**config.mk**
```make
export PLATFORM = sky130hd
export DESIGN_NAME = memory_stage
export DESIGN_NICKNAME = d
export VERILOG_FILES = /design/src/rtl/riscv_pipe_pkg.sv /design/src/rtl/memory_stage_mem_wb.sv /design/src/rtl/memory_stage.sv
export SDC_FILE = /design/constraint.sdc
export NUM_CORES = 1
export LEC_CHECK = 0
export ABC_CLOCK_PERIOD_IN_PS = 2320
export CAP_MARGIN = 20
export CELL_PAD_IN_SITES_DETAIL_PLACEMENT = 0
export CELL_PAD_IN_SITES_GLOBAL_PLACEMENT = 2
export CORE_ASPECT_RATIO = 1.25
export CORE_MARGIN = 5
export CORE_UTILIZATION = 25
export DETAILED_ROUTE_END_ITERATION = 6
export GPL_TIMING_DRIVEN = 0
export PLACE_DENSITY_LB_ADDON = 0.1
export SYNTH_ARGS = -nofsm -noshare
export SYNTH_HDL_FRONTEND = slang
export SYNTH_SLANG_ARGS = --single-unit
```
**constraint.sdc**
```tcl
create_clock -name clk_i -period 2.32 [get_ports clk_i]
set_input_delay 0.464 -clock clk_i [delete_from_list [all_inputs] [get_ports clk_i]]
set_output_delay 0.464 -clock clk_i [all_outputs]
set_load 0.02 [all_outputs]
```
**src/rtl/riscv_pipe_pkg.sv**
```systemverilog
// Shared pipeline types for the MEM stage slice.
// Holds the MEM FSM state enum, width constants and the MEM/WB bundle.
package riscv_pipe_pkg;

  localparam int DATA_WIDTH   = 32;
  localparam int REGIDX_WIDTH = 5;

  typedef enum logic {
    IDLE   = 1'b0,
    ACCESS = 1'b1
  } mem_state_e;

  typedef struct packed {
    logic                    reg_w;
    logic                    m_to_r;
    logic                    jal;
    logic [REGIDX_WIDTH-1:0] regd;
    logic [DATA_WIDTH-1:0]   mem_data;
    logic [DATA_WIDTH-1:0]   alu_result;
    logic [DATA_WIDTH-1:0]   pc_p4;
  } mem_wb_t;

endpackage

```
**src/rtl/memory_stage_mem_wb.sv**
```systemverilog
// MEM/WB pipeline register.
// A bubble clears the whole bundle so writeback sees a no-op.
module mem_wb_register
  import riscv_pipe_pkg::*;
(
  input  logic    clk_i,
  input  logic    reset_n_i,
  input  logic    bubble_i,
  input  mem_wb_t d_i,
  output mem_wb_t q_o
);

  mem_wb_t wb_q;

  always_ff @(posedge clk_i or negedge reset_n_i) begin
    if (!reset_n_i) begin
      wb_q <= '0;
    end else if (bubble_i) begin
      wb_q <= '0;
    end else begin
      wb_q <= d_i;
    end
  end

  assign q_o = wb_q;

endmodule

```
**src/rtl/memory_stage.sv**
```systemverilog
// Pipeline MEM stage: data-memory handshake, redirect and MEM/WB.
// Optional ack timeout enabled by defining MEM_TIMEOUT_EN.
module memory_stage
  import riscv_pipe_pkg::*;
#(
  parameter int DATA_W         = DATA_WIDTH,
  parameter int REG_AW         = REGIDX_WIDTH,
  parameter int TIMEOUT_CYCLES = 16
) (
  input  logic              clk_i,
  input  logic              reset_n_i,
  input  logic              reg_w_i,
  input  logic              m_to_r_i,
  input  logic              mem_w_i,
  input  logic              mem_rd_i,
  input  logic              jal_i,
  input  logic              branch_i,
  input  logic              jal_alu_i,
  input  logic [DATA_W-1:0] inm_result_i,
  input  logic [DATA_W-1:0] pc_p4_i,
  input  logic [DATA_W-1:0] reg2_i,
  input  logic [REG_AW-1:0] regd_i,
  input  logic [DATA_W-1:0] alu_result_i,
  output logic              dmem_req_o,
  output logic              dmem_we_o,
  output logic [DATA_W-1:0] dmem_addr_o,
  output logic [DATA_W-1:0] dmem_wdata_o,
  input  logic              dmem_ack_i,
  input  logic [DATA_W-1:0] dmem_rdata_i,
  output logic              dmem_err_o,
  output logic              stall_o,
  output logic              pc_sel_o,
  output logic [DATA_W-1:0] pc_target_o,
  output logic              flush_o,
  output logic              wb_reg_w_o,
  output logic              wb_m_to_r_o,
  output logic              wb_jal_o,
  output logic [REG_AW-1:0] wb_regd_o,
  output logic [DATA_W-1:0] wb_mem_data_o,
  output logic [DATA_W-1:0] wb_alu_result_o,
  output logic [DATA_W-1:0] wb_pc_p4_o
);

  mem_state_e        state_q, state_d;
  logic              req_q, req_d;
  logic              we_q, we_d;
  logic [DATA_W-1:0] addr_q, addr_d;
  logic [DATA_W-1:0] wdata_q, wdata_d;
  logic              mem_op;
  logic              timeout;
  logic              bubble;
  mem_wb_t           wb_d, wb_q;

  assign mem_op = mem_rd_i | mem_w_i;

`ifdef MEM_TIMEOUT_EN
  localparam int CW = $clog2(TIMEOUT_CYCLES + 1);

  logic [CW-1:0] cnt_q, cnt_d;
  logic          err_q;

  assign timeout = (state_q == ACCESS) && !dmem_ack_i
                && (cnt_q == CW'(TIMEOUT_CYCLES));

  always_comb begin
    cnt_d = '0;
    if (state_q == ACCESS) cnt_d = cnt_q + 1'b1;
  end

  always_ff @(posedge clk_i or negedge reset_n_i) begin
    if (!reset_n_i) begin
      cnt_q <= '0;
      err_q <= 1'b0;
    end else begin
      cnt_q <= cnt_d;
      err_q <= timeout;
    end
  end

  assign dmem_err_o = err_q;
`else
  logic unused_timeout_cfg;
  assign unused_timeout_cfg = |TIMEOUT_CYCLES;
  assign timeout    = 1'b0;
  assign dmem_err_o = 1'b0;
`endif

  always_comb begin
    state_d = state_q;
    req_d   = req_q;
    we_d    = we_q;
    addr_d  = addr_q;
    wdata_d = wdata_q;
    bubble  = 1'b1;
    stall_o = 1'b0;
    wb_d.reg_w      = reg_w_i;
    wb_d.m_to_r     = m_to_r_i;
    wb_d.jal        = jal_i;
    wb_d.regd       = regd_i;
    wb_d.mem_data   = '0;
    wb_d.alu_result = alu_result_i;
    wb_d.pc_p4      = pc_p4_i;
    unique case (state_q)
      IDLE: begin
        if (mem_op) begin
          state_d = ACCESS;
          req_d   = 1'b1;
          we_d    = mem_w_i;
          addr_d  = alu_result_i;
          wdata_d = reg2_i;
          stall_o = 1'b1;
        end else begin
          bubble = 1'b0;
        end
      end
      ACCESS: begin
        if (dmem_ack_i) begin
          state_d = IDLE;
          req_d   = 1'b0;
          bubble  = 1'b0;
          // a combined read+write is a write; read data is dropped
          wb_d.mem_data = mem_w_i ? '0 : dmem_rdata_i;
        end else if (timeout) begin
          state_d = IDLE;
          req_d   = 1'b0;
        end else begin
          stall_o = 1'b1;
        end
      end
      default: state_d = IDLE;
    endcase
  end

  always_ff @(posedge clk_i or negedge reset_n_i) begin
    if (!reset_n_i) begin
      state_q <= IDLE;
      req_q   <= 1'b0;
      we_q    <= 1'b0;
      addr_q  <= '0;
      wdata_q <= '0;
    end else begin
      state_q <= state_d;
      req_q   <= req_d;
      we_q    <= we_d;
      addr_q  <= addr_d;
      wdata_q <= wdata_d;
    end
  end

  assign dmem_req_o   = req_q;
  assign dmem_we_o    = we_q;
  assign dmem_addr_o  = addr_q;
  assign dmem_wdata_o = wdata_q;

  always_comb begin
    pc_sel_o    = 1'b0;
    flush_o     = 1'b0;
    pc_target_o = '0;
    if (state_q == IDLE && !mem_op) begin
      pc_sel_o    = jal_i | (branch_i & alu_result_i[0]);
      flush_o     = pc_sel_o;
      pc_target_o = jal_alu_i ? {alu_result_i[DATA_W-1:1], 1'b0}
                              : inm_result_i;
    end
  end

  mem_wb_register u_mem_wb (
    .clk_i    (clk_i),
    .reset_n_i(reset_n_i),
    .bubble_i (bubble),
    .d_i      (wb_d),
    .q_o      (wb_q)
  );

  assign wb_reg_w_o      = wb_q.reg_w;
  assign wb_m_to_r_o     = wb_q.m_to_r;
  assign wb_jal_o        = wb_q.jal;
  assign wb_regd_o       = wb_q.regd;
  assign wb_mem_data_o   = wb_q.mem_data;
  assign wb_alu_result_o = wb_q.alu_result;
  assign wb_pc_p4_o      = wb_q.pc_p4;

endmodule

```
# ---- After elaboration in Yosys (flattened, before gate mapping)
# Index checks and enable logic that the tools add are counted.
dict set report classes {
  n_addsub 0
  mul 0
  div_mod_pow 0
  n_lt_le_gt_ge 0
  n_eq_ne 2
  shifts 0
  n_mux 13
  bitwise 4
  reduce_logical 4
}
# op n
set ops {}
lappend ops {{32-bit two-way mux} 5}
lappend ops {{104-bit two-way mux} 1}
lappend ops {{1-bit two-way mux} 5}
lappend ops {{2-bit inequality test (second input constant)} 2}
lappend ops {{1-bit case mux with 2 select lines} 2}
lappend ops {{2-bit AND reduction} 2}
lappend ops {{1-bit OR} 2}
lappend ops {{1-bit AND} 1}
lappend ops {{1-bit logical AND} 1}
lappend ops {{1-bit zero test} 1}
lappend ops {{1-bit NOT} 1}
dict set report totals {
  ff_bits 171
  latchBits 0
  ramBits 0
  mem_bits_ro 0
  inputBits 175
  output_inout_bits 206
  n_memories 0
}

# ---- Longest topological paths before layout
# Gate-level depths: netlist (run 1).
dict set report depth {
  word_depth 4
  depth_mapped 5
  depth_no_buf 2
}

# ---- Modules after synthesis
# A second synthesis (run 1) with hierarchy kept.
dict set report unflattened {
  cells_unflattened 478
  hier_area_um2 6957.9
}
# mod instances cells_per_inst area_each_um2
set modules_own_cells {}
lappend modules_own_cells {memory_stage 1 259 3632.2}
lappend modules_own_cells {mem_wb_register 1 219 3325.7}

# ---- Worst setup path before layout (run 1)
# OpenSTA, ideal clock, no wires.
dict set report synth_path {
  path_kind {input-to-output}
  start {in mem_rd_i}
  end {out pc_sel_o}
  t_arrival_ns 1.675
  required_ns 1.856
  setup_slack_ns 0.181
  path_stages 5
  path_buffers 3
  cell_sequence {or3_1 buf_6 buf_2 nor2_1 buf_4}
}
dict set report synth_via {
  elab_chain_len 4
}
# item line
set synth_rtl {}
lappend synth_rtl {{start: declaration} memory_stage.sv:15} ;# input logic mem_rd_i,
lappend synth_rtl {{1-bit OR} memory_stage.sv:54} ;# assign mem_op = mem_rd_i | mem_w_i;
lappend synth_rtl {{1-bit zero test} memory_stage.sv:159} ;# if (state_q == IDLE && !mem_op) begin
lappend synth_rtl {{1-bit logical AND} memory_stage.sv:159}
lappend synth_rtl {{1-bit two-way mux} --}
lappend synth_rtl {{end: declaration} memory_stage.sv:32} ;# output logic pc_sel_o,
# No other way between the ends.

# ---- Worst setup path after layout (run 1)
dict set report layout_path {
  start {reg state_q}
  end {out pc_target_o[29]}
}
dict set report layout_via {
  elab_chain_len 3
}
# item line
set layout_rtl {}
lappend layout_rtl {{start: declaration} memory_stage.sv:44} ;# mem_state_e state_q, state_d;
lappend layout_rtl {{start signal: assignment} memory_stage.sv:142} ;# state_q <= state_d;
lappend layout_rtl {{1-bit NOT (no line)} --}
lappend layout_rtl {{1-bit logical AND} memory_stage.sv:159}
lappend layout_rtl {{32-bit two-way mux} memory_stage.sv:159}
lappend layout_rtl {{end: declaration} memory_stage.sv:33} ;# output logic [DATA_W-1:0] pc_target_o,
# No other way between the ends.

==> results.txt, run 1 <==
----------------------------------------------------
[Setup path]
  Data arrival, critical path ... 1.78 ns
  R2R setup slack ... 0.54 ns
  Critical Path Most Common Cell ... sky130_fd_sc_hd__buf_12
  Worst Reg2Reg Path Length in Cells ... 4
  Required time of the worst setup path ... 1.86 ns
  CP startpoint kind ... register
  Critical path class ... register to primary output
  Slowest cell on crit path ... sky130_fd_sc_hd__dfrtp_1
  Launching point of the worst reg2reg path ... state_q
  Cells along the critical path ... or3_4 > buf_12 > buf_12 > nor2_4 > buf_6
  Worst setup path endpoint ... pc_target_o[29]
  CP max FO ... 10
  Worst r2r dst ... u_mem_wb.q_o[96]
  Nature of the critical path endpoint ... primary output
  Source of the critical timing path ... state_q
  Peak per-stage delay on the critical path ... 0.38 ns

[Yosys]
  Area share of the largest cell type after synthesis ... 66.1%
  Synth top area cells ... sky130_fd_sc_hd__dfrtp_1, sky130_fd_sc_hd__mux2_2, sky130_fd_sc_hd__a21boi_0, sky130_fd_sc_hd__mux2i_1, sky130_fd_sc_hd__and2_1
  Net count after synthesis ... 626
  Most area-hungry cell type in the Yosys netlist ... sky130_fd_sc_hd__dfrtp_1
  Synthesized flop and latch total ... 171
  Post-synthesis cell area ... 0.00647 sq mm
  Sequential element share of the synthesized area ... 66.1%
  Syn Inst Count ... 451
  Yosys warnings ... 0
  Count of unique library cells instantiated by Yosys ... 23
  Synthesized area per cell ... 14.4 sq um

[Placed design]
  Total instance count after detailed placement ... 1,165
  Total of buffers placed on input and output ports ... 378
  Post-DP HPWL ... 18,400 um
  Weighted congestion at the end of routability-driven global placement ... 0.786

[Timing]
  Hold Worst Slack ... -0.0157 ns
  Clock period minus worst slack ... 2.24 ns
  Transition time at the pin with the least slew margin ... 0.583 ns
  Tightest slew margin relative to the limit ... 61.2%
  Final setup violation count ... 0
  Final Slew Violations ... 0
  Final setup skew ... 0.00685 ns
  RSZ-0062 raised after global routing ... true
  Hold Vio Cnt, Final ... 9
  Summed negative setup slack over all endpoints ... 0 ns
  Upper clock frequency limit ... 0.446 GHz
  Share of the cycle needed by the critical path after routing ... 96.6%

[Pwr]
  Sequential fraction of design power ... 39.3%
  Lkg Pwr ... 5.02 nW
  Clock network power share ... 33.7%
  Net switching power ... 2.54 mW
  VDD IR max ... 0.492 mV
  Final total power ... 8.92 mW
  Net switching share of the total power ... 28.5%
  PwrDens ... 761 mW/mm^2
  Internal ... 6.38 mW
  Combinational fraction of design power ... 27.0%

[CTS]
  Depth of the CTS H-tree ... 4
  CTS Buf Count ... 17
  Number of clock sinks seen by CTS ... 171
  Post-cts hold buffer count ... 0
  Clk slew on worst S/H paths ... 0.07 ns
  Clock tree root driver cell ... sky130_fd_sc_hd__clkbuf_16
  TritonCTS clock tree ... built
  Later-pin clock latency in the skew report ... 0.43 ns
  Max Root-Sink Buffers ... 2

[Floorplanning]
  Initial Utilization ... 25.5%
  Floorplan Core Area ... 0.0254 sq mm
  Std cell rows ... 65
  Boundary Pins ... 381
  Die Footprint ... 0.0292 sq mm
  Die span in y ... 190 um
  Horiz. Die Dim ... 154 um

[Final layout]
  Core occupancy in the finished layout ... 46.2%
  Fraction of final layout cells sized beyond drive strength 1 ... 22.5%
  Final net count ... 1,032
  Number of antenna cells inserted ... 0
  Area growth, synth to finish ... 81.0%
  Highest-count cells in the layout ignoring fill and taps ... sky130_fd_sc_hd__clkdlybuf4s50_1, sky130_fd_sc_hd__dfrtp_1, sky130_fd_sc_hd__mux2_2
  Number of cells in the finished layout apart from fillers ... 1,205
  Most common cell after layout, fill and taps aside ... sky130_fd_sc_hd__clkdlybuf4s50_1

[Run status]
  Status ... finished, violations left
  Violated checks ... hold timing

[Global routing]
  Vias in the first global route ... 5,666
  Pin count of the biggest net entering global routing ... 99
  Congestion Overflow GR ... 0
  GRT Overall Usage ... 16.0%
  Initial antenna violation count ... 0
  First-pass GRT wire length ... 35,200 um

[Route]
  Number of design-rule violations left by the first detailed-router iteration ... 174
  Pre-antenna DRT Iters ... 4
  DRC Markers ... 0
  Number of vias in the routed layout ... 5,140
  Routed Antenna Nets ... 0
  Final WL ... 24,000 um
  Drt via density ... 4.27
  Wirelength per Cell ... 19.9 um

[Worst hold path]
  Type of the worst min-delay path ... input pin to asynchronous set/reset pin

[Flow run]
  Max Cap Violations ... 0

----------------------------------------------------
-- kinds of logic (layout without fill, tap and decap cells) --
family          Yosys count  in the layout  share of synthesized area, %
flops                   171            171                          66.1
mux                      95             95                          15.9
compound gates           76             76                          8.91
simple gates             70             70                          5.57
buf+inv                  38            457                          3.42
other cells               1              1                        0.0579
-- layout make-up --
class | instances | area [sq um]
plain buffers | 34 | 251
multi-input cells | 242 | 2190
repair buffers | 389 | 3950
well taps | 335 | 419
inverters | 2 | 7.51
clock buffers | 19 | 453
fillers | 2374 | 13700
clock inverters | 13 | 166
flip-flops and latches | 171 | 4280
-- sequential cells by signal, summed over array words and instances, names as in the netlist --
| register | cells |
|---|---|
| u_mem_wb.q_o | 104 |
| dmem_addr_o | 32 |
| dmem_wdata_o | 32 |
| dmem_req_o | 1 |
| dmem_we_o | 1 |
| state_q | 1 |
-- cell usage after synthesis, drive strengths merged --
cell	number
a21boi	73
a21oi	1
a22o	1
and2	33
and3b	1
buf	19
clkbuf	17
conb	1
dfrtp	171
inv	2
mux2	64
mux2i	31
nand2	1
nor2	32
nor3b	1
o21bai	1
or2b	1
or3	1
-- metal layers --
metal  global-route usage (%)  wire length (um)  up-vias
met5                        0                 0        -
met1                     17.4              8790     2531
met2                     28.8             12700      243
met4                     4.69               416        0
li1                         -                 -     2344
met3                     6.46              2050       22
-- repair_timing --
item                       CTS  global route
setup buffers                4             4
cloned                       0             2
setup endpoints to repair   35            35
pin swaps                    2             5
gates resized for setup    230            52
-- worst min-delay path by stage --
stage,endpoint,start,slack [ns]
floorplan,dmem_addr_o[0],reset_n_i,0.17
global placement,dmem_wdata_o[11],dmem_wdata_o[11],0.49
detailed placement,dmem_wdata_o[10],reset_n_i,0.48
CTS,dmem_wdata_o[10],reset_n_i,0.005
global route,dmem_wdata_o[3],reset_n_i,0.02
finish,dmem_wdata_o[10],reset_n_i,-0.02
-- power by group through the flow --
stage          clock network [mW]  logic (mW)  registers, mW
6_report                     3.00        2.41           3.51
5_1_grt                      3.22        2.55           3.55
3_3_place_gp                    0        2.34           3.55
2_1_floorplan                   0       0.513           4.02
4_1_cts                      3.09        2.41           3.51
3_5_place_dp                    0        2.37           3.56
-- per-stage QoR --
stage | area, sq um | hold WS [ns] | setup slack (ns)
finish | 11700 | -0.0157 | 0.0780
global route | 11700 | 0.0178 | -0.0112
CTS | 11400 | 0.00504 | -0.0675
detailed placement | 10700 | 0.478 | -0.792
global placement | 10700 | 0.487 | -6.25
floorplan | 6470 | 0.168 | 0.181
-- worst max-delay path, delay by kind of cell (launching register included) --
kind | cells | cell delay, ns
buf+inv | 3 | 0.45
flops | 1 | 0.38
simple gates | 2 | 0.49
(Power assumes the default switching activity.)
==> inputs of run 2 (changes only) <==
--- a/constraint.sdc
+++ b/constraint.sdc
@@ -3,2 +3,2 @@
 set_output_delay 0.464 -clock clk_i [all_outputs]
-set_load 0.02 [all_outputs]
+set_load 0.01 [all_outputs]
==> run 2 against run 1 <==
Net effect:
- the flow still finishes with violations (hold timing)
- fmax increased by 0.63%
- register-to-register slack about the same
- highest routed layer unchanged
- total power down 4.2%
- routed wire length decreased by 1.6%
- non-clock buffer count down 5
- final area fell by 3.6%
- combinational power decreased by 16%
- setup slack improved by 0.014 ns
- sequential share of layout area up 1.4 points
==> results.txt, run 2 (synthesis results as in run 1) <==
----------------------------------------------------
[Setup path]
  Nature of the critical path endpoint ... primary output
  Required time of the worst setup path ... 1.86 ns (about the same)
  Data arrival, critical path ... 1.76 ns (-0.02 ns)
  Critical path class ... register to primary output
  CP max FO ... 10 (unchanged)
  CP startpoint kind ... register
  R2R setup slack ... 0.55 ns (about the same)

[Timing]
  Share of the cycle needed by the critical path after routing ... 96.0% (-0.60 points)
  Final Slew Violations ... 0 (unchanged)
  Hold Worst Slack ... -0.0174 ns (-0.00178 ns)
  RSZ-0062 raised after global routing ... true
  Tightest slew margin relative to the limit ... 60.8% (-0.34 points)
  Final setup violation count ... 0 (unchanged)
  Transition time at the pin with the least slew margin ... 0.588 ns (+0.00509 ns)
  Hold Vio Cnt, Final ... 11 (+2)
  Clock period minus worst slack ... 2.23 ns (-0.0139 ns)
  Final setup skew ... 0.00626 ns (-0.000594 ns)
  Upper clock frequency limit ... 0.449 GHz (+0.63%)

[Final layout]
  Area growth, synth to finish ... 74.4%
  Highest-count cells in the layout ignoring fill and taps ... sky130_fd_sc_hd__clkdlybuf4s50_1, sky130_fd_sc_hd__dfrtp_1, sky130_fd_sc_hd__mux2_2
  Final design area excluding fillers ... 0.0113 sq mm (-3.6%)
  Number of cells in the finished layout apart from fillers ... 1,200 (-0.41%)
  Final net count ... 1,027 (-0.48%)
  Fraction of final layout cells sized beyond drive strength 1 ... 20.7% (-1.8 points)
  Core occupancy in the finished layout ... 44.5% (-1.7 points)
  Max reg flops ... 104 (unchanged)
  Number of antenna cells inserted ... 0 (unchanged)
  Most common cell after layout, fill and taps aside ... sky130_fd_sc_hd__clkdlybuf4s50_1
  Final-layout fill cell count ... 2,415 (+1.7%)

[Route]
  Pre-antenna DRT Iters ... 4 (unchanged)
  Number of design-rule violations left by the first detailed-router iteration ... 156 (-10%)
  Wirelength per Cell ... 19.6 um (-1.2%)
  Number of vias in the routed layout ... 5,078 (-1.2%)
  Drt via density ... 4.23 (-0.79%)
  Final WL ... 23,600 um (-1.6%)
  Routed Antenna Nets ... 0 (unchanged)
  DRC Markers ... 0 (unchanged)

[Worst hold path]
  Type of the worst min-delay path ... input pin to asynchronous set/reset pin

[Global routing]
  First-pass GRT wire length ... 35,100 um (-0.24%)
  Pin count of the biggest net entering global routing ... 99 (unchanged)
  Initial antenna violation count ... 0 (unchanged)
  GRT Overall Usage ... 16.0% (-0.024 points)
  Vias in the first global route ... 5,617 (-0.86%)
  Congestion Overflow GR ... 0 (unchanged)

[Floorplanning]
  Horiz. Die Dim ... 154 um (unchanged)
  Std cell rows ... 65 (unchanged)
  Boundary Pins ... 381 (unchanged)
  Floorplan Core Area ... 0.0254 sq mm (unchanged)
  Die span in y ... 190 um (unchanged)
  Die Footprint ... 0.0292 sq mm (unchanged)
  Initial Utilization ... 25.5% (unchanged)

[Placed design]
  Area after DPL ... 0.0107 sq mm (unchanged)
  Post-DP HPWL ... 18,400 um (unchanged)
  Weighted congestion at the end of routability-driven global placement ... 0.786 (unchanged)
  Total of buffers placed on input and output ports ... 378 (unchanged)
  Total instance count after detailed placement ... 1,165 (unchanged)

[CTS]
  CTS Buf Count ... 17 (unchanged)
  Number of clock sinks seen by CTS ... 171 (unchanged)
  Max Root-Sink Buffers ... 2 (unchanged)
  Later-pin clock latency in the skew report ... 0.43 ns (about the same)
  Depth of the CTS H-tree ... 4 (unchanged)
  Clock tree root driver cell ... sky130_fd_sc_hd__clkbuf_16
  Post-cts hold buffer count ... 0 (unchanged)
  TritonCTS clock tree ... built
  Clk slew on worst S/H paths ... 0.07 ns (about the same)

[Pwr]
  Lkg Pwr ... 4.94 nW (-1.6%)
  PwrDens ... 757 mW/mm^2 (-0.57%)
  VDD IR max ... 0.489 mV (-0.42%)

[Flow run]
  Max Cap Violations ... 0 (unchanged)

[Run status]
  Status ... finished, violations left
  Violated checks ... hold timing

----------------------------------------------------
## run 2: layout make-up
class                      count  area (sq um)  area share (%)
multi-input combinational    242          2040            18.1
clock buffer                  19           453            4.01
clock inverter                13           166            1.47
tap                          335           419            3.71
sequential                   171          4280            37.9
buffer                        34           248            2.19
inverter                       2          7.51          0.0665
timing repair buffer         384          3680            32.6
## run 2: worst max-delay path, stage by stage, from the launching register on
cell,delay [ns]
sky130_fd_sc_hd__dfrtp_1,0.38
sky130_fd_sc_hd__or3_4,0.39
sky130_fd_sc_hd__buf_12,0.17
sky130_fd_sc_hd__buf_12,0.14
sky130_fd_sc_hd__nor2_1,0.10
sky130_fd_sc_hd__buf_2,0.14
## run 2: final timing paths
path | cells after the start | start | endpoint
worst max-delay path | 5 | state_q | pc_target_o[12]
worst min-delay path | 1 | reset_n_i | dmem_wdata_o[10]
worst max register to register | 4 | state_q | u_mem_wb.q_o[96]
worst min register to register | 1 | dmem_we_o | dmem_we_o
max in group asynchronous | 2 | reset_n_i | dmem_wdata_o[29]
min in group clk_i | 2 | mem_w_i | dmem_we_o
## run 2: where the power goes
| part | switching, mW | internal, mW | total [mW] |
|---|---|---|---|
| clock network | 1.24 | 1.76 | 3.01 |
| registers | 0.158 | 3.35 | 3.51 |
| logic | 0.808 | 1.22 | 2.03 |
| total | 2.21 | 6.33 | 8.54 |
## run 2: routing by layer
layer | global-route usage, % | wire (um) | vias up
li1 | - | - | 2324
met1 | 17.5 | 8720 | 2495
met2 | 28.8 | 12500 | 239
met3 | 6.30 | 2050 | 20
met4 | 4.45 | 342 | 0
met5 | 0 | 0 | -
## run 2: repair_timing
| action | in CTS | in global routing |
|---|---|---|
| pin swaps | 3 | 1 |
| resized for setup | 156 | 22 |
| buffers inserted | 3 | 2 |
| setup endpoints to repair | 35 | 33 |
## run 2: per-stage QoR
| step | total power [mW] | worst slack, ns | hold slack (ns) | TNS (ns) |
|---|---|---|---|---|
| finish | 8.54 | 0.0920 | -0.0174 | 0 |
| global route | 8.95 | -0.00190 | 0.0178 | -0.00360 |
| CTS | 8.67 | -0.0643 | 0.00504 | -1.46 |
| detailed placement | 5.63 | -0.724 | 0.478 | -21.52 |
| global placement | 5.59 | -6.25 | 0.487 | -1083.97 |
| floorplan | 4.24 | 0.354 | 0.168 | 0 |
==> inputs of run 3 (changes only) <==
CAP_MARGIN = unset   (was 20)
==> results of run 3 <==
The final DEF is identical to that of run 2; final timing and power are the same.
